`src/rtl/pipe_mdu.sv`:
```
// Iterative multiply/divide unit with HI/LO result registers for an in-order pipeline.
// It uses a shift-add multiply and a restoring divide, one bit per cycle, then one sign-fix cycle.
module pipe_mdu #(
    parameter int unsigned WIDTH = 32
) (
    input  logic             clk,
    input  logic             rst,
    input  logic             start,
    input  logic [2:0]       op,
    input  logic [WIDTH-1:0] inp1,
    input  logic [WIDTH-1:0] inp2,
    input  logic             flush,
    output logic             busy,
    output logic             done,
    output logic             divZero,
    output logic [WIDTH-1:0] hi,
    output logic [WIDTH-1:0] lo
);
    localparam int unsigned CW = $clog2(WIDTH);

    typedef enum logic [1:0] {IDLE, MUL, DIV, FIX} state_t;

    state_t           r_state, w_state_next;
    logic [CW-1:0]    r_cnt;
    logic [WIDTH-1:0] r_a, r_rem, r_quo, r_hi, r_lo;
    logic             r_is_div, r_neg_q, r_neg_r, r_dz, r_done, r_div_zero;

    logic               w_accept, w_a_neg, w_b_neg, w_ge;
    logic [WIDTH-1:0]   w_a_mag, w_b_mag, w_diff, w_quo_fix, w_rem_fix;
    logic [WIDTH:0]     w_sum, w_shift;
    logic [2*WIDTH-1:0] w_prod, w_prod_fix;

    assign w_accept = start && !flush && (r_state == IDLE);

    // op[0] set means the unsigned variant, so operands are taken raw
    assign w_a_neg = !op[0] && inp1[WIDTH-1];
    assign w_b_neg = !op[0] && inp2[WIDTH-1];
    assign w_a_mag = w_a_neg ? -inp1 : inp1;
    assign w_b_mag = w_b_neg ? -inp2 : inp2;

    // Multiply: {r_rem, r_quo} is the product register, multiplier consumed from r_quo[0]
    assign w_sum = {1'b0, r_rem} + {1'b0, r_a & {WIDTH{r_quo[0]}}};

    // Divide: r_rem is the partial remainder, dividend bits shift out of r_quo
    assign w_shift = {r_rem, r_quo[WIDTH-1]};
    assign w_ge    = w_shift >= {1'b0, r_a};
    assign w_diff  = w_shift[WIDTH-1:0] - r_a;

    assign w_prod     = {r_rem, r_quo};
    assign w_prod_fix = r_neg_q ? -w_prod : w_prod;
    assign w_quo_fix  = r_dz ? {WIDTH{1'b1}} : (r_neg_q ? -r_quo : r_quo);
    assign w_rem_fix  = r_neg_r ? -r_rem : r_rem;

    always_comb begin
        w_state_next = r_state;
        case (r_state)
            IDLE: begin
                if (w_accept && !op[2]) begin
                    w_state_next = op[1] ? DIV : MUL;
                end
            end
            MUL, DIV: begin
                if (flush) begin
                    w_state_next = IDLE;
                end else if (r_cnt == '0) begin
                    w_state_next = FIX;
                end
            end
            FIX:     w_state_next = IDLE;
            default: w_state_next = IDLE;
        endcase
    end

    always_ff @(posedge clk) begin
        if (rst) begin
            r_state    <= IDLE;
            r_cnt      <= '0;
            r_a        <= '0;
            r_rem      <= '0;
            r_quo      <= '0;
            r_hi       <= '0;
            r_lo       <= '0;
            r_is_div   <= 1'b0;
            r_neg_q    <= 1'b0;
            r_neg_r    <= 1'b0;
            r_dz       <= 1'b0;
            r_done     <= 1'b0;
            r_div_zero <= 1'b0;
        end else begin
            r_state    <= w_state_next;
            r_done     <= 1'b0;
            r_div_zero <= 1'b0;
            case (r_state)
                IDLE: begin
                    if (w_accept) begin
                        if (op == 3'b100) begin
                            r_hi <= inp1;
                        end else if (op == 3'b101) begin
                            r_lo <= inp1;
                        end else if (!op[2]) begin
                            r_a      <= w_b_mag;
                            r_quo    <= w_a_mag;
                            r_rem    <= '0;
                            r_cnt    <= CW'(WIDTH - 1);
                            r_is_div <= op[1];
                            r_neg_q  <= w_a_neg ^ w_b_neg;
                            r_neg_r  <= w_a_neg;
                            r_dz     <= op[1] && (inp2 == '0);
                        end
                    end
                end
                MUL: begin
                    if (!flush) begin
                        {r_rem, r_quo} <= {w_sum, r_quo[WIDTH-1:1]};
                        if (r_cnt != '0) r_cnt <= r_cnt - 1'b1;
                    end
                end
                DIV: begin
                    if (!flush) begin
                        r_rem <= w_ge ? w_diff : w_shift[WIDTH-1:0];
                        r_quo <= {r_quo[WIDTH-2:0], w_ge};
                        if (r_cnt != '0) r_cnt <= r_cnt - 1'b1;
                    end
                end
                FIX: begin
                    if (!flush) begin
                        r_done     <= 1'b1;
                        r_div_zero <= r_dz;
                        if (r_is_div) begin
                            r_hi <= w_rem_fix;
                            r_lo <= w_quo_fix;
                        end else begin
                            {r_hi, r_lo} <= w_prod_fix;
                        end
                    end
                end
                default: ;
            endcase
        end
    end

    assign busy    = (r_state != IDLE);
    assign done    = r_done;
    assign divZero = r_div_zero;
    assign hi      = r_hi;
    assign lo      = r_lo;
endmodule

```
`config.mk`:
```
export PLATFORM = sky130hd
export DESIGN_NAME = pipe_mdu
export DESIGN_NICKNAME = d
export VERILOG_FILES = /design/src/rtl/pipe_mdu.sv
export SDC_FILE = /design/constraint.sdc
export NUM_CORES = 1
export LEC_CHECK = 0
export ABC_AREA = 1
export CAP_MARGIN = 20
export CORE_MARGIN = 5
export CORE_UTILIZATION = 35
export CTS_CLUSTER_DIAMETER = 100
export CTS_CLUSTER_SIZE = 8
export DETAILED_ROUTE_END_ITERATION = 12
export SLEW_MARGIN = 20
export SYNTH_ARGS = -nofsm -noshare
export SYNTH_HDL_FRONTEND = slang
export SYNTH_SLANG_ARGS = --single-unit
```
`constraint.sdc`:
```
create_clock -name clk -period 2.2 [get_ports clk]
set_input_delay 0.44 -clock clk [delete_from_list [all_inputs] [get_ports clk]]
set_output_delay 0.44 -clock clk [all_outputs]
set_load 0.005 [all_outputs]
```
==> results.md <==
* Max-cap violations at 1
* Detail Placement HPWL at around 71000 um
* Final Skew at around 0.021 ns
* Share of the synthesized area in the top cell type at 20.5%
* Max clock buf depth at 2
* Clk Latency, worst-skew pair at 0.51 ns
* Hold Slack at 0.456 ns
* Fin util at 59.4%
* Post-synthesis cell type count at 53
* Routed len/inst at 21.6 um
* Area grow syn2layout at 67.9%
* Worst-Margin Slew at around 1.5 ns
* CP Capture Type: flip-flop
* Slew Viols, Final at 1
* Final Critical Period at 2.48 ns
* Overflow after GRT at 0
* Path type of the worst min-delay path: input pin to flip-flop
* Mux cell area share after synthesis at 0%
* Post-Synth Simple-Gate Area at approximately 38%
* Post-place setup slack at -0.642 ns
* Post-Route WL at 93500 um
* Clk root buf: clkbuf_16
* Final Setup Violations at 74
* Slew headroom at -0.313%
* Status: complete, but fails checks
* Crit path DAT at roughly 2.9 ns
* Largest family of logic cells by synthesized area: simple AND/OR/NAND/NOR gates
* Nets@finish at approximately 3900
* Setup crit start kind: flip-flop
* Gr usage total at between 30% and 40%
* GR met3 Demand/Resource at under 10%
* Initial Util at a little over a third
* Critical path class: flip-flop to flip-flop
* CP cell instances: buf_12 -> buf_6 -> nand2_2 -> inv_2 -> ha_4 -> fa_2 -> nand2_2 -> nand3_2 -> nand2_1 -> inv_2 -> a21o_4 -> nand2_2 -> nand2_2 -> a21oi_2 -> o21ai_1 -> nand2_1 -> nand2_1 -> a21oi_1
* Post-Synth XOR/XNOR Area at under 10%
* IO buf count at 137
* Pin count of the biggest net entering global routing at between 100 and 150
* Critical path peak fanout at 8
* First-pass GRT wire length at ~140000 um
* Final worst path period share at 113%
* Sequential cell area fraction in the yosys report at around a fifth
* Syn nets at 3143
* Total number of H-tree levels at 4
* GR Util met2 at 49.5%
* I/O pin count at 138
* Yosys warns at 0
* VDD IR max at ~0.65 mV
* Clock slew at reported path FFs at ~0.080 ns
* Initial antenna violation count at 1
* Mapped Cells at between 2000 and 3000
* Mapped Area at about 17000 sq um
* Most frequent CP cell: nand2_2
* Clock sinks at 173
* Final WS setup at -0.284 ns
* Synth top area cells: dfxtp_1 (21%), nand2_1 (18%), inv_1 (9.0%), a21oi_1 (8.7%), nand3_1 (8.0%)
* Vias at roughly 24000
* Worst path slowest cell: dfxtp_4
* Core Footprint at ~48000 sq um
* Fmax at 403 MHz
* DRT Pass-1 Iters at 6
* Failing checks: max-capacitance violations, max-slew violations, negative setup slack
* Hold Vio Cnt, Final at 0
* Die area at 52700 sq um
* Leak Pwr at roughly 14 nW
* Compound-Gate Fraction of Synth Area at 20.9%
* Cell Pwr Density at approximately 770 nW/um^2
* Post-Synth Adder-Cell Area at approximately 5.7%
* Die Wd at about 230 um
* DRC viols at 0
* Total CTS buffers at 17
* Syn Area/Cell at ~5.6 sq um
* Die Y at around 230 um
* Synth Register Bits at ~170
* Most crowded layer after global routing: met2
* Placed Instances at roughly 4200
* Via density at about 5.5
* Row count at 80
* CTS tree: done
* CP max stage delay at 0.37 ns
* Critical Path RT at between 2 and 3 ns
* Vias in the first global route at approximately 23000
* DRT iter0 DRCs at approximately 2800
* GR met1 Demand/Resource at around 47%
* Area leader, netlist: dfxtp_1
* Layout cells sized above 1 at between 30 and 40%
* Layout Cells excl Fill at 4336
* ANT nets after route at 0
* RePlAce Congestion at between 1 and 1.5
* RSZ-0062 raised after global routing: true
-- synthesized netlist by cell type, drive strengths merged --
master	number
nor3b	1
ha	74
o22ai	29
xor2	33
and3	3
o21ai	254
a211oi	2
a21o	4
fa	2
nand3	275
xnor2	19
buf	34
o2111ai	4
nor4	13
clkbuf	78
clkinv	5
nor2	308
nand4	37
inv	413
o21bai	5
o41ai	1
a221oi	14
o31ai	4
nand3b	8
nor3	37
dfxtp	173
a21oi	295
o211ai	10
and2	7
o21a	4
a22oi	1
nand2	815
a31oi	26
or2	8
-- sequential cells by signal (all words and copies together) (netlist names), 2 cells and up --
register	count
hi	32
r_a	32
r_cnt	5
r_quo	32
r_state	2
lo	32
r_rem	32
-- layer usage --
metal,share of wire [%],vias up
met5,0,-
met3,9.1,218
met1,45,11400
li1,-,11300
met4,3.7,0
met2,42,1154
-- cell type report --
type                    instances  area [sq um]
well taps                     615           769
fillers                      4501         19400
diodes                          1          2.50
clock buffers                  20           457
flip-flops and latches        173          3540
inverters                     418          1600
multi-input cells            2294         14800
repair buffers                803          7050
clock inverters                12           158
-- worst paths after layout --
path / startpoint / end / slack, ns / cells past startpoint
max: r_quo[0] / r_rem[15] / -0.28 / 18
min: rst / r_neg_r / 0.46 / 3
max reg2reg: r_quo[0] / r_rem[15] / -0.28 / 18
min reg2reg: r_cnt[0] / r_cnt[0] / 0.47 / 1
-- power breakdown --
part | total (W) | internal (W) | switching, W | leakage [nW]
clock | 0.00343 | 0.00186 | 0.00158 | 0.299
sequential | 0.00401 | 0.00360 | 0.000411 | 1.43
combinational | 0.0145 | 0.00614 | 0.00838 | 12.0
total | 0.0220 | 0.0116 | 0.0104 | 13.7
-- cells in the final DEF (no fill, tap or decap), drive strengths merged, types with 2 or more instances in the layout --
master         count
a211oi             2
a21o               4
a21oi            295
a221oi            14
a31oi             26
and2               7
and3               3
buf              665
bufbuf             2
bufinv             3
clkbuf            20
clkdlybuf4s50    135
clkinv             8
clkinvlp           3
dfxtp            173
fa                 2
ha                74
inv              416
nand2            816
nand3            275
nand3b             8
nand4             37
nor2             308
nor3              37
nor4              13
o2111ai            4
o211ai            10
o21a               4
o21ai            254
o21bai             5
o22ai             29
o31ai              4
or2                8
xnor2             19
xor2              33
-- logic make-up (layout without fill, tap and decap cells) --
family                   Yosys count  count (layout)
AO/OA/AOI/OAI                    653             653
XOR/XNOR                          52              52
adder cells (fa/ha/maj)           76              76
buffers and inverters            530            1253
flip-flops                       173             173
other                              0               1
AND/OR/NAND/NOR                 1512            1513
-- stage by stage --
step | total power (W) | TNS, ns | instance area (sq um)
after floorplan | 0.00998 | 0 | 16900
after detailed placement | 0.0153 | -32.78 | 23200
after CTS | 0.0207 | -8.95 | 26800
final | 0.0220 | -11.47 | 28300
after global placement | 0.0153 | -29.68 | 23200
after global routing | 0.0231 | -18.42 | 28300
-- what timing repair did --
action                     CTS  global route
hold buffers                 0             0
setup endpoints to repair   85           101
pin swaps                  187           186
setup buffers               69            34
resized for setup          606           365
gates cloned                 5             1
-- critical path: cells and delay by family (launching register included) --
| family | cells | cell delay (ns) |
|---|---|---|
| buffers and inverters | 4 | 0.36 |
| and+or+nand+nor | 8 | 0.60 |
| AOI/OAI and AO/OA | 4 | 0.55 |
| adders and majority gates | 2 | 0.51 |
| DFF | 1 | 0.37 |
Power figures use the tool's default switching activity.
